[config.mk]
export PLATFORM = sky130hd
export DESIGN_NAME = mem_arbiter
export DESIGN_NICKNAME = d
export VERILOG_FILES = /design/src/rtl/mem_arbiter.sv
export SDC_FILE = /design/constraint.sdc
export NUM_CORES = 1
export LEC_CHECK = 0
export CORE_MARGIN = 2
export CORE_UTILIZATION = 32
export DETAILED_ROUTE_END_ITERATION = 8
export HOLD_SLACK_MARGIN = 0.03
export PLACE_DENSITY = 0.76
export SLEW_MARGIN = 20
export SYNTH_ARGS = -nofsm -noshare
export SYNTH_HDL_FRONTEND = slang
export SYNTH_SLANG_ARGS = --single-unit
[constraint.sdc]
create_clock -name clk -period 1.5 [get_ports clk]
set_clock_uncertainty 0.1 [all_clocks]
set_input_delay 0.3 -clock clk [delete_from_list [all_inputs] [get_ports clk]]
set_output_delay 0.3 -clock clk [all_outputs]
set_load 0.01 [all_outputs]
[src/rtl/mem_arbiter.sv]
// mem_arbiter: two-master (IFU, LSU) arbiter onto a single memory port.
// One transaction outstanding at a time. LSU has priority, but the IFU is
// forced through after STARVE_MAX contested losses in a row.
module mem_arbiter #(
  parameter int ADDR_W     = 32,
  parameter int DATA_W     = 32,
  parameter int STARVE_MAX = 3
) (
  input  logic                clk,
  input  logic                rst_n,
  // IFU request / response
  input  logic                ifu_req_valid,
  output logic                ifu_req_ready,
  input  logic [ADDR_W-1:0]   ifu_addr,
  output logic                ifu_resp_valid,
  input  logic                ifu_resp_ready,
  output logic [DATA_W-1:0]   ifu_rdata,
  // LSU request / response
  input  logic                lsu_req_valid,
  output logic                lsu_req_ready,
  input  logic [ADDR_W-1:0]   lsu_addr,
  input  logic                lsu_wen,
  input  logic [DATA_W-1:0]   lsu_wdata,
  input  logic [DATA_W/8-1:0] lsu_wmask,
  output logic                lsu_resp_valid,
  input  logic                lsu_resp_ready,
  output logic [DATA_W-1:0]   lsu_rdata,
  // Shared memory port
  output logic                mem_req_valid,
  input  logic                mem_req_ready,
  output logic [ADDR_W-1:0]   mem_addr,
  output logic                mem_wen,
  output logic [DATA_W-1:0]   mem_wdata,
  output logic [DATA_W/8-1:0] mem_wmask,
  input  logic                mem_resp_valid,
  output logic                mem_resp_ready,
  input  logic [DATA_W-1:0]   mem_rdata
);

  localparam int MASK_W = DATA_W / 8;
  localparam int SW     = (STARVE_MAX < 1) ? 1 : $clog2(STARVE_MAX + 1);
  localparam logic [SW-1:0] STARVE_LIM = SW'(STARVE_MAX);

  typedef enum logic [1:0] {
    S_IDLE  = 2'd0,
    S_ISSUE = 2'd1,
    S_WAIT  = 2'd2
  } state_t;

  state_t              r_state;
  state_t              w_state_next;
  logic                r_owner_lsu;
  logic [ADDR_W-1:0]   r_addr;
  logic                r_wen;
  logic [DATA_W-1:0]   r_wdata;
  logic [MASK_W-1:0]   r_wmask;
  logic [SW-1:0]       r_starve;

  logic w_idle;
  logic w_starved;
  logic w_grant_ifu;
  logic w_grant_lsu;
  logic w_ifu_ready;
  logic w_lsu_ready;
  logic w_ifu_hs;
  logic w_lsu_hs;
  logic w_owner_resp_ready;
  logic w_resp_hs;

  // Grant is purely combinational in IDLE; rst_n gates it so nothing can be
  // accepted while reset is held.
  assign w_idle      = (r_state == S_IDLE);
  assign w_starved   = (r_starve == STARVE_LIM);
  assign w_grant_ifu = ifu_req_valid & (~lsu_req_valid | w_starved);
  assign w_grant_lsu = lsu_req_valid & ~w_grant_ifu;
  assign w_ifu_ready = w_idle & rst_n & w_grant_ifu;
  assign w_lsu_ready = w_idle & rst_n & w_grant_lsu;
  assign w_ifu_hs    = ifu_req_valid & w_ifu_ready;
  assign w_lsu_hs    = lsu_req_valid & w_lsu_ready;

  assign w_owner_resp_ready = r_owner_lsu ? lsu_resp_ready : ifu_resp_ready;
  assign w_resp_hs = (r_state == S_WAIT) & mem_resp_valid & w_owner_resp_ready;

  // State register; reset abandons any transaction in flight.
  always_ff @(posedge clk or negedge rst_n) begin
    if (!rst_n) begin
      r_state <= S_IDLE;
    end else begin
      r_state <= w_state_next;
    end
  end

  // Next-state logic: IDLE -> ISSUE on grant, ISSUE -> WAIT on request
  // accept, WAIT -> IDLE on response handshake.
  always_comb begin
    w_state_next = r_state;
    case (r_state)
      S_IDLE:  if (w_ifu_hs || w_lsu_hs) w_state_next = S_ISSUE;
      S_ISSUE: if (mem_req_ready)        w_state_next = S_WAIT;
      S_WAIT:  if (w_resp_hs)            w_state_next = S_IDLE;
      default: w_state_next = S_IDLE;
    endcase
  end

  // Output logic: request fields only visible in ISSUE, response path only
  // routed to the owner in WAIT; everything else is driven to zero.
  always_comb begin
    ifu_req_ready  = w_ifu_ready;
    lsu_req_ready  = w_lsu_ready;
    mem_req_valid  = 1'b0;
    mem_addr       = '0;
    mem_wen        = 1'b0;
    mem_wdata      = '0;
    mem_wmask      = '0;
    mem_resp_ready = 1'b0;
    ifu_resp_valid = 1'b0;
    ifu_rdata      = '0;
    lsu_resp_valid = 1'b0;
    lsu_rdata      = '0;
    case (r_state)
      S_ISSUE: begin
        mem_req_valid = 1'b1;
        mem_addr      = r_addr;
        mem_wen       = r_wen;
        mem_wdata     = r_wdata;
        mem_wmask     = r_wmask;
      end
      S_WAIT: begin
        mem_resp_ready = w_owner_resp_ready;
        if (r_owner_lsu) begin
          lsu_resp_valid = mem_resp_valid;
          lsu_rdata      = mem_rdata;
        end else begin
          ifu_resp_valid = mem_resp_valid;
          ifu_rdata      = mem_rdata;
        end
      end
      default: ;
    endcase
  end

  // Capture the winning request and track how often a contested IFU lost.
  always_ff @(posedge clk or negedge rst_n) begin
    if (!rst_n) begin
      r_owner_lsu <= 1'b0;
      r_addr      <= '0;
      r_wen       <= 1'b0;
      r_wdata     <= '0;
      r_wmask     <= '0;
      r_starve    <= '0;
    end else if (w_ifu_hs) begin
      r_owner_lsu <= 1'b0;
      r_addr      <= ifu_addr;
      r_wen       <= 1'b0;
      r_wdata     <= '0;
      r_wmask     <= '0;
      r_starve    <= '0;
    end else if (w_lsu_hs) begin
      r_owner_lsu <= 1'b1;
      r_addr      <= lsu_addr;
      r_wen       <= lsu_wen;
      r_wdata     <= lsu_wdata;
      r_wmask     <= lsu_wmask;
      if (ifu_req_valid && !w_starved) begin
        r_starve <= r_starve + SW'(1);
      end
    end
  end

endmodule

==> flow_metrics.env <==
export IMPL_status="complete, but fails checks"
export IMPL_violations="setup timing"
export IMPL_cts_tree="yes"
export IMPL_r2r_slack_ns=-0.34
export IMPL_placed_cell_area_mm2=0.00693
export IMPL_wl_per_cell_um=21.6
export IMPL_syn_cell_area_mm2=0.00388
export IMPL_grt_pass1_wl_mm=26.4
export IMPL_fin_setup_tns_ns=-82.75
export IMPL_gp_congestion=0.809
export IMPL_finalWirelength_mm=18.3
export IMPL_syn_inst=375
export IMPL_drv_slew=0
export IMPL_synth_mux_area_frac=0.00258
export IMPL_synthToLayoutAreaGrowth_pct=115
export IMPL_antenna_found_initial=1
export IMPL_core_area_mm2=0.0119
export IMPL_seq_area_frac_synth=0.477
export IMPL_start_util=0.326
export IMPL_cp_max_fo=9
export IMPL_rsz0062_at_grt="yes"
export IMPL_portBuffers=279
export IMPL_synth_top_family_by_area="simple AND/OR/NAND/NOR gates"
export IMPL_root_buffer="clkbuf_16"
export IMPL_syn_area_per_cell_um2=10.3
export IMPL_setup_viol=212
export IMPL_drtIter0Drc=217
export IMPL_vias=4377
export IMPL_yosys_area_top_type_share=0.477
export IMPL_critPathArrivalTime_ns=1.67
export IMPL_leakage_uw=0.00404
export IMPL_yosys_area_share_adder=0.00323
export IMPL_grt_overflow_total=0
export IMPL_syn_nets=517
export IMPL_reg2reg_to="r_addr[19]"
export IMPL_rows=40
export IMPL_power_density_mw_per_mm2=1630
export IMPL_synthSimpleGateAreaFrac=0.296
export IMPL_synth_compound_area_frac=0.174
export IMPL_postRouteAntennaNets=0
export IMPL_worst_pin_slew_ns=0.853
export IMPL_maxCapViolations=0
export IMPL_hold_viol=0
export IMPL_cts_clk_slew_worst_paths_ns=0.06
export IMPL_end_kind="primary output"
export IMPL_relSlewSlack=0.431
export IMPL_synth_seq_cells=74
export IMPL_grt_pass1_vias=4674
export IMPL_grt_max_degree=67
export IMPL_synth_edf_count=0
export IMPL_max_freq_ghz=0.482
export IMPL_layout_drive_gt1_share=0.498
export IMPL_final_min_clock_period_ns=2.07
export IMPL_fin_nets=834
export IMPL_cts_sinks=74
export IMPL_io_pins=280
export IMPL_period_share=1.38
export IMPL_startpoint_type="register"
export IMPL_ys_types=22
export IMPL_worstSetupPathType="reg2out"
export IMPL_async_flop_share=1.00
export IMPL_critPathRequiredTime_ns=1.10
export IMPL_grtUsageTotal=0.267
export IMPL_synth_area_leaders="dfrtp_1 48%, and2_1 22%, a22o_1 8.4%"
export IMPL_setup_ws_ns=-0.573
export IMPL_die_area_mm2=0.0130
export IMPL_drcViolationCount=0
export IMPL_r2r_start="r_state[1]"
export IMPL_routed_via_density=5.18
export IMPL_synth_xor_area_frac=0
export IMPL_die_h_um=114
export IMPL_design_area_mm2=0.00835
export IMPL_synth_most_common_cell="and2_1"
export IMPL_synth_top_cell_by_area="dfrtp_1"
export IMPL_first_pass_iters=5
export IMPL_yosys_top_cells_count="136 x and2_1, 74 x dfrtp_1, 37 x a22o_1, 32 x a221o_1, 32 x and3_1"
export IMPL_fp_dieW_um=114
export IMPL_h_tree_depth=3
export IMPL_clock_path_buffers=2
export IMPL_hp_class="in2async"
export IMPL_yosysWarnings=0
export IMPL_clkLatencyLatePin_ns=0.33
export IMPL_reg2reg_depth=6
export IMPL_ys_flop_type="dfrtp_1"
export IMPL_vdd_drop_max_mv=0.844
export IMPL_dpl_hpwl_mm=10.6
export IMPL_numCtsBuffers=9
## repair_timing
| item | in CTS | in global routing |
|---|---|---|
| buffers inserted | 23 | 6 |
| pin swaps | 52 | 32 |
| hold buffers | 1 | 0 |
| endpoints found under the setup margin | 210 | 212 |
| endpoints found under the hold margin | 8 | 0 |
| cloned | 17 | 0 |
| gates resized for setup | 748 | 125 |
## flip-flops by register name, indices dropped and copies added, names as in the netlist
register	cells
r_starve	2
r_state	2
r_wmask	4
r_addr	32
r_wen	1
r_wdata	32
r_owner_lsu	1
## worst max-delay path, cell delays in order (launching register included)
cell and delay, ns:
dfrtp_1 0.39, buf_6 0.13, nor2b_4 0.14, buf_6 0.12
buf_6 0.13, buf_16 0.14, and2_1 0.16, buf_2 0.14
## cell families (layout without fill, tap and decap cells)
logic type / after synthesis / after routing
buffers and inverters: 39 / 361
AND/OR/NAND/NOR: 186 / 186
flip-flops: 74 / 74
adder cells (fa/ha/maj): 1 / 1
AO/OA/AOI/OAI: 74 / 74
multiplexers: 1 / 1
other: 0 / 1
## through the flow
stage | hold slack, ns | total power, uW | instances | setup WS, ns | utilization
floorplan | -0.0956 | 5920 | 375 | -0.0134 | -
global placement | 0.272 | 8570 | 788 | -0.659 | 0.582
detailed placement | 0.280 | 8690 | 788 | -0.689 | 0.582
CTS | 0.164 | 13100 | 845 | -0.562 | 0.675
global route | 0.176 | 14200 | 845 | -0.606 | 0.701
finish | 0.100 | 13600 | 845 | -0.573 | 0.701
## worst max path at each step
stage	start	to	slack [ns]	cells after the start
2_1_floorplan	r_state[0]	lsu_rdata[10]	-0.01	4
5_1_grt	r_state[0]	mem_wdata[16]	-0.61	7
6_report	r_state[0]	mem_wmask[1]	-0.57	7
3_5_place_dp	ifu_req_valid	ifu_req_ready	-0.69	4
3_3_place_gp	ifu_req_valid	ifu_req_ready	-0.66	4
4_1_cts	r_state[0]	lsu_rdata[29]	-0.56	6
## placed cells by master, fill, tap and decap left out, types with 8 or more instances in the layout
master and n:
buf_2 18, and2_1 19, and3_1 31, buf_12 8, buf_4 17, clkdlybuf4s50_1 139, clkbuf_16 9, a22o_1 37
and2_4 117, a221o_1 32, buf_16 12, buf_6 142, dfrtp_1 72
## routing by layer
metal / routed length [um] / track usage
met1: 6420 / 0.293
met2: 9880 / 0.488
met3: 1420 / 0.0720
met4: 536 / 0.109
met5: 0 / 0
## power by group
part,switching [uW],internal (uW),leakage (uW),total (uW)
clock,865,1290,0.000143,2160
sequential,621,2950,0.000934,3570
combinational,3030,4820,0.00296,7850
total,4510,9060,0.00404,13600
## layout make-up
class | instances | area (um2)
clock inverter | 6 | 65.1
clock buffer | 10 | 229
fill | 844 | 3570
sequential | 74 | 1850
multi-input combinational | 262 | 2220
inverter | 3 | 11.3
tap | 147 | 184
antenna | 1 | 2.50
timing repair buffer | 342 | 3780
(Power assumes the default switching activity.)
